<file path="src/rtl/dds_sweep_ctrl.sv">
// DDS tuning-word sweep sequencer: passes the static word through when idle,
// otherwise steps it linearly between shadowed start/stop values with a dwell per step.
module dds_sweep_ctrl #(
  parameter int unsigned AW = 32,
  parameter int unsigned DW = 24
) (
  input  logic          clk,
  input  logic          rst,
  input  logic [AW-1:0] adder_in,
  input  logic [AW-1:0] cfg_start,
  input  logic [AW-1:0] cfg_stop,
  input  logic [AW-1:0] cfg_step,
  input  logic [DW-1:0] cfg_dwell,
  input  logic [1:0]    cfg_mode,
  input  logic          cfg_load,
  input  logic          go,
  input  logic          abort,
  output logic [AW-1:0] adder_out,
  output logic          busy,
  output logic          marker,
  output logic          done,
  output logic          cfg_err
);

  typedef enum logic [1:0] {
    IDLE     = 2'd0,
    RUN_UP   = 2'd1,
    RUN_DOWN = 2'd2,
    HOLD     = 2'd3
  } state_e;

  localparam logic [1:0] MODE_REPEAT = 2'd1;
  localparam logic [1:0] MODE_UPDOWN = 2'd2;

  state_e        state_q, state_d;
  logic [AW-1:0] out_q, out_d;
  logic          busy_q, busy_d;
  logic          marker_q, marker_d;
  logic          done_q, done_d;
  logic [DW-1:0] cnt_q, cnt_d;
  logic [AW-1:0] sh_start_q, sh_start_d;
  logic [AW-1:0] sh_stop_q, sh_stop_d;
  logic [AW-1:0] sh_step_q, sh_step_d;
  logic [DW-1:0] sh_dwell_q, sh_dwell_d;
  logic [1:0]    sh_mode_q, sh_mode_d;

  logic [DW-1:0] reload;
  logic [AW:0]   up_sum;
  logic [AW:0]   dn_dif;
  logic          up_sat;
  logic          dn_sat;

  assign adder_out = out_q;
  assign busy      = busy_q;
  assign marker    = marker_q;
  assign done      = done_q;
  assign cfg_err   = (sh_start_q > sh_stop_q) || (sh_step_q == '0);

  // Step arithmetic is one bit wider so carry/borrow saturate instead of wrapping.
  assign reload = (sh_dwell_q == '0) ? '0 : sh_dwell_q - DW'(1);
  assign up_sum = {1'b0, out_q} + {1'b0, sh_step_q};
  assign dn_dif = {1'b0, out_q} - {1'b0, sh_step_q};
  assign up_sat = (up_sum >= {1'b0, sh_stop_q});
  assign dn_sat = dn_dif[AW] || (dn_dif[AW-1:0] <= sh_start_q);

  always_comb begin
    state_d    = state_q;
    out_d      = out_q;
    marker_d   = 1'b0;
    done_d     = 1'b0;
    cnt_d      = cnt_q;
    sh_start_d = sh_start_q;
    sh_stop_d  = sh_stop_q;
    sh_step_d  = sh_step_q;
    sh_dwell_d = sh_dwell_q;
    sh_mode_d  = sh_mode_q;

    if (abort) begin
      state_d = IDLE;
      out_d   = adder_in;
    end else if (go && !cfg_err) begin
      state_d  = RUN_UP;
      out_d    = sh_start_q;
      cnt_d    = reload;
      marker_d = 1'b1;
    end else begin
      unique case (state_q)
        IDLE: out_d = adder_in;
        RUN_UP: begin
          if (cnt_q != '0) begin
            cnt_d = cnt_q - DW'(1);
          end else begin
            cnt_d = reload;
            if (out_q == sh_stop_q) begin
              case (sh_mode_q)
                MODE_REPEAT: begin
                  out_d    = sh_start_q;
                  marker_d = 1'b1;
                end
                MODE_UPDOWN: begin
                  // Turnaround takes the first decrement now; degenerate span re-marks start.
                  state_d  = RUN_DOWN;
                  out_d    = dn_sat ? sh_start_q : dn_dif[AW-1:0];
                  marker_d = (sh_start_q == sh_stop_q);
                end
                default: begin
                  state_d = HOLD;
                  done_d  = 1'b1;
                end
              endcase
            end else begin
              out_d = up_sat ? sh_stop_q : up_sum[AW-1:0];
            end
          end
        end
        RUN_DOWN: begin
          if (cnt_q != '0) begin
            cnt_d = cnt_q - DW'(1);
          end else begin
            cnt_d = reload;
            if (out_q == sh_start_q) begin
              state_d  = RUN_UP;
              marker_d = 1'b1;
            end else begin
              out_d = dn_sat ? sh_start_q : dn_dif[AW-1:0];
            end
          end
        end
        HOLD: ;
        default: state_d = IDLE;
      endcase
    end

    if (cfg_load && ((state_q == IDLE) || (state_q == HOLD))) begin
      sh_start_d = cfg_start;
      sh_stop_d  = cfg_stop;
      sh_step_d  = cfg_step;
      sh_dwell_d = cfg_dwell;
      sh_mode_d  = cfg_mode;
    end

    busy_d = (state_d == RUN_UP) || (state_d == RUN_DOWN);
  end

  always_ff @(posedge clk or negedge rst) begin
    if (!rst) begin
      state_q    <= IDLE;
      out_q      <= '0;
      busy_q     <= 1'b0;
      marker_q   <= 1'b0;
      done_q     <= 1'b0;
      cnt_q      <= '0;
      sh_start_q <= '0;
      sh_stop_q  <= '0;
      sh_step_q  <= '0;
      sh_dwell_q <= '0;
      sh_mode_q  <= '0;
    end else begin
      state_q    <= state_d;
      out_q      <= out_d;
      busy_q     <= busy_d;
      marker_q   <= marker_d;
      done_q     <= done_d;
      cnt_q      <= cnt_d;
      sh_start_q <= sh_start_d;
      sh_stop_q  <= sh_stop_d;
      sh_step_q  <= sh_step_d;
      sh_dwell_q <= sh_dwell_d;
      sh_mode_q  <= sh_mode_d;
    end
  end

endmodule

</file>
<file path="config.mk">
export PLATFORM = sky130hd
export DESIGN_NAME = dds_sweep_ctrl
export DESIGN_NICKNAME = d
export VERILOG_FILES = /design/src/rtl/dds_sweep_ctrl.sv
export SDC_FILE = /design/constraint.sdc
export NUM_CORES = 1
export LEC_CHECK = 0
export CAP_MARGIN = 20
export CORE_MARGIN = 3
export CORE_UTILIZATION = 45
export CTS_CLUSTER_DIAMETER = 60
export DETAILED_ROUTE_END_ITERATION = 7
export GPL_TIMING_DRIVEN = 0
export PLACE_DENSITY = 0.66
export SLEW_MARGIN = 10
export SYNTH_ARGS = -nofsm -noshare
export SYNTH_HDL_FRONTEND = slang
export SYNTH_SLANG_ARGS = --single-unit
export TNS_END_PERCENT = 50
</file>
<file path="constraint.sdc">
create_clock -name clk -period 7.2 [get_ports clk]
set_clock_uncertainty 0.2 [all_clocks]
set_input_delay 1.08 -clock clk [delete_from_list [all_inputs] [get_ports clk]]
set_output_delay 1.08 -clock clk [all_outputs]
set_load 0.005 [all_outputs]
</file>
## Word level (Yosys, flattened, before mapping)

Index checks and enable logic that the tools add are counted.

- Register bits after elaboration: 183
- Input bits: 159
- Word-level logic and storage cells: 86

- Add/subtract/negate cells: 4
- $lt $le $gt $ge: 3
- Eq/ne operators: 14
- Mux-type cells: 36
- Bitwise logic cells: 1
- Reduce and logical (&&, ||, !) cells: 17

Operators with widths:

| cell | count |
|---|---|
| $mux W32 | 8 |
| $eq A32 B32 Y1 | 3 |
| $mux W24 | 4 |
| $pmux W32 S3 | 1 |
| $pmux W32 S2 | 1 |
| $sub A24 B1 Y24 const B | 2 |
| $add A32 B32 Y33 | 1 |
| $ge A33 B32 Y1 | 1 |
| $sub A32 B32 Y33 | 1 |
| $gt A32 B32 Y1 | 1 |
| $le A32 B32 Y1 | 1 |
| $logic_not A32 Y1 | 1 |
| $logic_not A24 Y1 | 1 |
| $reduce_bool A24 Y1 | 1 |
| $mux W1 | 12 |
| $mux W2 | 6 |
| $ne A4 B4 Y1 const B | 3 |
| $eq A2 B2 Y1 const B | 4 |
| $pmux W2 S2 | 2 |
| $eq A2 B1 Y1 const B | 3 |
| $ne A6 B4 Y1 const B | 1 |
| $reduce_and A5 Y1 | 1 |
| $reduce_bool A5 Y1 | 1 |
| $logic_or A1 B1 Y1 | 4 |
| 8 further kinds | 11 |

## Longest topological paths before layout

Gate-level depths: netlist of run 1.

- Depth in word-level cells: 10
- Depth in mapped cells: 26
- Depth with buffers taken out: 23

## Worst setup path after synthesis of run 1

OpenSTA, ideal clock, no wires.

- Path kind: reg-to-reg
- From: reg out_q[6] (netlist: adder_out[6])
- To: reg out_q[2] (netlist: adder_out[2])
- Setup time: 147 ps
- Arrival time: 5311 ps
- Data required time: 6853 ps
- Slack: 1542 ps
- Cell stages (with the launch flop): 21
- Period minus slack after synthesis: 5658 ps
- Path through: dfrtp_1 ha_1 clkbuf_1 a2111oi_0 a21boi_0 o21ai_0 a31oi_1 or2_2 a31oi_1 xnor2_1 ha_1 nand4_1 nor4_1 o21ai_0 o21ai_0 o311ai_0 nor2_2 clkbuf_1 a211oi_1 a2111oi_0 o221ai_1

- Word-level cells in the longest chain between the ends: 10

RTL lines:

| element | line | RTL |
|---|---|---|
| start: declaration | 36 | `logic [AW-1:0] out_q, out_d;` |
| start signal: assignment | 160 | `out_q <= out_d;` |
| $sub A32 B32 Y33 | 62 | `assign dn_dif = {1'b0, out_q} - {1'b0, sh_step_q};` |
| $le A32 B32 Y1 | 64 | `assign dn_sat = dn_dif[AW] \|\| (dn_dif[AW-1:0] <= sh_start_q);` |
| $logic_or A1 B1 Y1 | 64 |  |
| $mux W32 | 103, 125 |  |
| $pmux W32 S2 | 95 | `case (sh_mode_q)` |
| $mux W32 | 94 | `if (out_q == sh_stop_q) begin` |
| $mux W32 | 90 | `if (cnt_q != '0) begin` |
| $pmux W32 S3 | 87 | `unique case (state_q)` |
| $mux W32 | 81 | `end else if (go && !cfg_err) begin` |
| $mux W32 | 78 | `if (abort) begin` |

Several ways; a longest one is shown, not always the timed one. The select of a mux whose other input is x is not followed.
A chain may end at the register's enable or synchronous reset.

## Worst setup path after layout of run 1

- From: reg out_q[12] (netlist: adder_out[12])
- To: reg out_q[21] (netlist: adder_out[21])

The elaborated chain is that of the path after synthesis.

==> key figures, run 1 <==
CTS
  • CTS clk-pin slew, worst paths: 0.08 ns
  • CTS tree: yes
  • CTS max path bufs: 2
  • H-tree level count: 4
  • Root Buffer: clkbuf_16
  • CTS Sinks: 183
  • Later-pin clock latency in the skew report: 0.49 ns
  • TritonCTS buffer count: 17

Placement
  • Port buffer count: 194
  • Placed wire-length estimate: 62.3 mm
  • Pre-CTS setup slack: -2.43 ns
  • Final GP Congestion: 1.02

GRT
  • Largest net degree at the start of global routing: 99
  • Number of global-route vias before repair: 17800
  • First-pass GRT wire length: 115 mm
  • Initial antenna violation count: 2
  • GRT Total Usage: 0.395
  • Grt ovf: 0

Timing
  • Final Hold Fails: 0
  • Max Slew Vio Count: 0
  • Tmin final: 7.18 ns
  • Worst-margin pin slew: 1.19 ns
  • Setup WS post-layout: 0.0180 ns
  • Normalized max-slew margin: 0.210
  • Tcrit/Tclk final: 0.997
  • FMAX: 139 MHz
  • Setup Viol. Count Final: 0

Routing
  • DR vias: 18500
  • Vias per cell: 6.49
  • Initial DRC count: 1958
  • Total Wirelength: 80.4 mm
  • DRT Pass-1 Iters: 7
  • Drc violations: 0
  • Final ANT Viol Nets: 0
  • Per-cell routed wire length: 28.1 µm

Synth
  • Cell variety after synth: 81
  • Synthesized area: 0.0169 mm²
  • Synth Warn #: 0
  • Post-Syn Area per Cell: 7.99 µm²
  • Yosys reg bits: 183
  • Mapped Cells: 2118
  • Syn_nets: 2446
  • Ys async rst share: 1.00
  • EDFF count, synth: 0
  • Top FF cell, synth: dfrtp_1
  • Seq/Total Area, Yosys: 0.271

Worst setup path
  • Crit path max-delay family: compound AO/OA/AOI/OAI gates
  • Crit Path Class: register to register
  • Worst endpoint data arrival time: 7.39 ns
  • Worst endpoint required time: 7.40 ns
  • Worst Setup End Kind: register
  • Crit path largest cell delay: 0.61 ns
  • Critical-path top delay cell: ha_1
  • Startpoint Class: register
  • CP bufs+invs: 2
  • CP Cell Sequence: ha_1 > nor2b_1 > a2111oi_2 > o311ai_0 > a21oi_4 > nor4b_2 > nor3_1 > o21bai_1 > a21o_1 > xnor2_1 > ha_1 > nand4_1 > a31oi_1 > a221oi_1 > o31a_1 > a41oi_1 > or2_1 > buf_2 > buf_2 > o21ai_0 > o221a_2 > o21ai_0
  • Worst-path fanout max: 11

Hold path
  • Hold Crit Class: register to register

Final layout
  • Seq. cell area: 0.00458 mm²
  • Area of the multi-input gates: 0.0115 mm²
  • Post-layout net count: 2667
  • Layout Utilization: 0.555
  • Area growth syn-to-layout: 20.8%
  • FILL cells: 3511
  • # diodes: 0
  • Ratio of cells with drive above 1 in the final layout: 0.0642

Floorplan
  • Die width: 200 µm
  • Core area: 0.0369 mm²
  • Die Y: 200 µm
  • I/O Pins: 195
  • Starting Density: 0.459
  • Row count: 70
  • Die Area: 0.0400 mm²

Outcome
  • Status: finished clean

Flow run
  • Max-Cap Viols: 0
[worst paths after layout]
check                      slack (ns)       endpoint  cells past startpoint          start
max                              0.02  adder_out[21]                     22  adder_out[12]
min                              0.27      cnt_q[22]                      2      cnt_q[22]
max reg2reg                      0.02  adder_out[21]                     22  adder_out[12]
min reg2reg                      0.27      cnt_q[22]                      2      cnt_q[22]
max in group asynchronous        5.37      cnt_q[12]                      2            rst
min in group asynchronous        0.40  sh_step_q[14]                      1            rst
[area by class of cell]
type	count	share of cell area
Buffer	114	0.0245
Clock buffer	17	0.0208
Clock inverter	14	0.00899
Inverter	146	0.0268
Multi-Input combinational cell	1671	0.563
Sequential cell	183	0.224
Tap cell	504	0.0308
Timing Repair Buffer	206	0.101
[synth_stat cells, types with 5 or more instances]
| master | count | share of area |
|---|---|---|
| o21ai_0 | 216 | 0.064 |
| nand2_1 | 215 | 0.048 |
| dfrtp_1 | 183 | 0.27 |
| ha_1 | 167 | 0.12 |
| inv_1 | 145 | 0.032 |
| a21oi_1 | 139 | 0.041 |
| nor2_1 | 127 | 0.028 |
| clkbuf_1 | 94 | 0.021 |
| xor2_1 | 83 | 0.043 |
| xnor2_1 | 54 | 0.028 |
| nor3_1 | 53 | 0.016 |
| mux2i_1 | 46 | 0.027 |
| nand3_1 | 45 | 0.013 |
| nor4_1 | 45 | 0.017 |
| nand4_1 | 36 | 0.013 |
| a211oi_1 | 31 | 0.014 |
| a31oi_1 | 29 | 0.011 |
| mux2_2 | 29 | 0.019 |
| o22ai_1 | 27 | 0.010 |
| a21o_1 | 25 | 0.011 |
| nor2b_1 | 25 | 0.0092 |
| o31ai_1 | 22 | 0.0098 |
| o211ai_1 | 21 | 0.0093 |
| o221ai_1 | 18 | 0.0093 |
| buf_2 | 15 | 0.0044 |
| nand2b_1 | 15 | 0.0055 |
| a221oi_1 | 13 | 0.0067 |
| o21bai_1 | 13 | 0.0058 |
| or3_1 | 13 | 0.0048 |
| o21a_1 | 11 | 0.0049 |
| or2_2 | 10 | 0.0037 |
| a22o_1 | 9 | 0.0047 |
| a211o_1 | 8 | 0.0041 |
| and3_1 | 8 | 0.0030 |
| nor3b_1 | 8 | 0.0035 |
| a21boi_0 | 7 | 0.0031 |
| o2bb2ai_1 | 7 | 0.0036 |
| and2_1 | 6 | 0.0022 |
| buf_1 | 6 | 0.0013 |
| o32a_1 | 6 | 0.0035 |
| or4_1 | 6 | 0.0027 |
| a2111oi_0 | 5 | 0.0026 |
| o21ai_1 | 5 | 0.0015 |
[per-stage QoR]
step                setup TNS (ns)  instance area, µm²  std cells  hold slack, ns
floorplan                        0               16900       2118           0.230
global placement           -711.62               19500       2816           0.250
detailed placement          -62.08               19500       2818           0.252
CTS                         -0.304               20300       2851           0.272
global route               -0.0171               20400       2855           0.316
finish                           0               20400       2855           0.267
[kinds of logic (layout without fill, tap and decap cells)]
logic type / count (synthesis) / in the layout / synth area share
DFF: 183 / 183 / 0.271
adders and majority gates: 169 / 169 / 0.126
muxes: 75 / 75 / 0.0465
AOI/OAI and AO/OA: 659 / 659 / 0.246
and+or+nand+nor: 631 / 631 / 0.179
xor gates and xnor gates: 137 / 137 / 0.0709
buffers and inverters: 264 / 497 / 0.0612
[per-layer routing]
layer	track usage	part of all wire	wire length (µm)
met1	0.509	0.40	32200
met2	0.622	0.45	35900
met3	0.0999	0.10	8130
met4	0.187	0.052	4190
met5	0	0.00016	13
[layout by cell type (no fill, tap or decap), types with 42 or more instances in the layout]
cell type	n
nor4_1	42
xnor2_1	53
nor3_1	53
mux2i_1	46
a21oi_1	135
dfrtp_1	183
nor2_1	125
clkbuf_1	80
clkdlybuf4s50_1	193
ha_1	166
nand2_1	215
o21ai_0	212
nand3_1	45
inv_1	145
xor2_1	83
[worst min-delay path: cells and delay by family (launching register included)]
kind	cells	cell delay [ns]
DFF	1	0.35
and+or+nand+nor	2	0.09
[flip-flops by register name (all words and copies together), names as in the netlist]
register,flops
adder_out,32
busy,1
cnt_q,24
done,1
marker,1
sh_dwell_q,24
sh_mode_q,2
sh_start_q,32
sh_step_q,32
sh_stop_q,32
state_q,2
[timing repair]
item / in CTS / in global routing
pin swaps: 1 / 4
gates resized for setup: 35 / 26
setup endpoints to repair: 32 / 32
hold buffers: 0 / 0
buffers inserted: 3 / 5
Power of run 1 is left out: the tool's default activity adds up to more than one toggle a clock period on the data nets, which glitch-free logic cannot reach.
==> run 2: changes to the inputs <==
- clock period: 7.2 -> 6.9 ns (I/O delays scaled with it)
==> key figures, run 2 (synthesis results as in run 1) <==
Final layout
  • Commonest non-fill, non-tap cell in the layout: nand2_1
  • Layout Utilization: 0.558
  • Post-layout net count: 2670
  • Most frequent cells in the layout: nand2_1 (215), o21ai_0 (211), clkdlybuf4s50_1 (193)
  • FILL cells: 3507
  • Area growth syn-to-layout: 21.5%
  • Area of the multi-input gates: 0.0116 mm²
  • Ratio of cells with drive above 1 in the final layout: 0.0709
  • Seq. cell area: 0.00458 mm²

Timing
  • Setup Viol. Count Final: 0
  • RSZ-0062 raised after global routing: yes
  • FMAX: 147 MHz
  • Setup WS post-layout: 0.101 ns
  • Normalized max-slew margin: 0.213
  • Max Slew Vio Count: 0
  • Tcrit/Tclk final: 0.985
  • Worst-margin pin slew: 1.18 ns
  • Tmin final: 6.80 ns
  • Final Hold Fails: 0

Floorplan
  • Die width: 200 µm
  • Die Area: 0.0400 mm²
  • Starting Density: 0.459
  • I/O Pins: 195
  • Core area: 0.0369 mm²
  • Row count: 70
  • Die Y: 200 µm

Routing
  • Per-cell routed wire length: 28.2 µm
  • Initial DRC count: 2033
  • Vias per cell: 6.45
  • Final ANT Viol Nets: 0
  • Drc violations: 0
  • Total Wirelength: 80.6 mm
  • DR vias: 18400
  • DRT Pass-1 Iters: 6

Worst setup path
  • Reg2reg end: adder_out[12]
  • Reg2reg setup slack: 0.10 ns
  • Reg2reg start: adder_out[20]
  • Worst endpoint data arrival time: 7.00 ns
  • Depth of the most critical reg-to-reg path: 22
  • Worst endpoint required time: 7.10 ns
  • Worst Setup End Kind: register
  • Crit Path Class: register to register
  • Worst-path fanout max: 10
  • Startpoint Class: register

Hold path
  • WHS Path Cells: 2
  • Hold Startpoint: cnt_q[22]
  • Hold Path End: cnt_q[22]
  • Hold Crit Class: register to register

CTS
  • H-tree level count: 4
  • Later-pin clock latency in the skew report: 0.49 ns
  • CTS tree: yes
  • CTS Sinks: 183
  • TritonCTS buffer count: 17
  • CTS max path bufs: 2
  • Root Buffer: clkbuf_16
  • CTS clk-pin slew, worst paths: 0.08 ns

Placement
  • Placed wire-length estimate: 62.3 mm
  • Final GP Congestion: 1.02
  • Pre-CTS setup slack: -2.73 ns
  • Port buffer count: 194

GRT
  • Largest net degree at the start of global routing: 99
  • GRT Total Usage: 0.396
  • Grt ovf: 0
  • Initial antenna violation count: 4
  • Number of global-route vias before repair: 17900
  • First-pass GRT wire length: 116 mm

Flow run
  • Max-Cap Viols: 0

Outcome
  • Status: finished clean
run 2: worst max-delay path by stage:
stage | slack [ns] | startpoint | end
3_5_place_dp | -2.73 | adder_out[10] | adder_out[2]
4_1_cts | 0.01 | adder_out[0] | adder_out[29]
2_1_floorplan | 1.24 | adder_out[6] | adder_out[2]
5_1_grt | -0.04 | adder_out[20] | adder_out[22]
3_3_place_gp | -3.82 | rst | sh_dwell_q[15]
6_report | 0.10 | adder_out[20] | adder_out[12]
run 2: critical path: stages (launching register included):
cell and delay, ns:
dfrtp_1 0.54, ha_1 0.42, clkbuf_1 0.27, nor4_1 0.58, and2_1 0.24, nor4b_2 0.38
nor3_1 0.13, o21bai_1 0.19, a21o_1 0.19, xnor2_1 0.10, ha_1 0.32, nand4_1 0.33
a31oi_1 0.36, a221oi_1 0.13, o31a_1 0.42, a41oi_1 0.26, or2_1 0.13, buf_2 0.30
clkbuf_2 0.48, o21ai_0 0.21, mux2i_1 0.22, a21oi_1 0.10, o21ai_0 0.19
run 2: layout make-up:
cell class	count	share of cell area
sequential	183	0.223
timing repair buffer	211	0.102
multi-input combinational	1671	0.564
inverter	146	0.0266
clock buffer	17	0.0207
tap	504	0.0307
clock inverter	14	0.00894
antenna	1	0.000122
buffer	112	0.0240
run 2: metrics by stage:
step	hold WS, ns	cells	instance area, µm²	TNS, ns
2_1_floorplan	0.230	2118	16900	0
3_3_place_gp	0.250	2816	19500	-767.88
3_5_place_dp	0.252	2818	19500	-71.68
4_1_cts	0.272	2855	20400	0
5_1_grt	0.317	2858	20600	-0.0416
6_report	0.266	2859	20600	0
run 2: metal layers:
layer	vias to the layer above	global-route usage	part of all wire
met5	-	0	0.0015
met4	6	0.183	0.053
met3	234	0.102	0.099
met2	1111	0.627	0.45
met1	8943	0.509	0.40
li1	8143	-	-
run 2: timing repair:
action | 4_1_cts | 5_1_grt
resized for setup | 48 | 31
endpoints found under the setup margin | 32 | 32
buffers inserted | 9 | 4
pin swaps | 6 | 5
cloned | 0 | 0
hold buffers | 0 | 0
Power of run 2 is left out for the same reason.
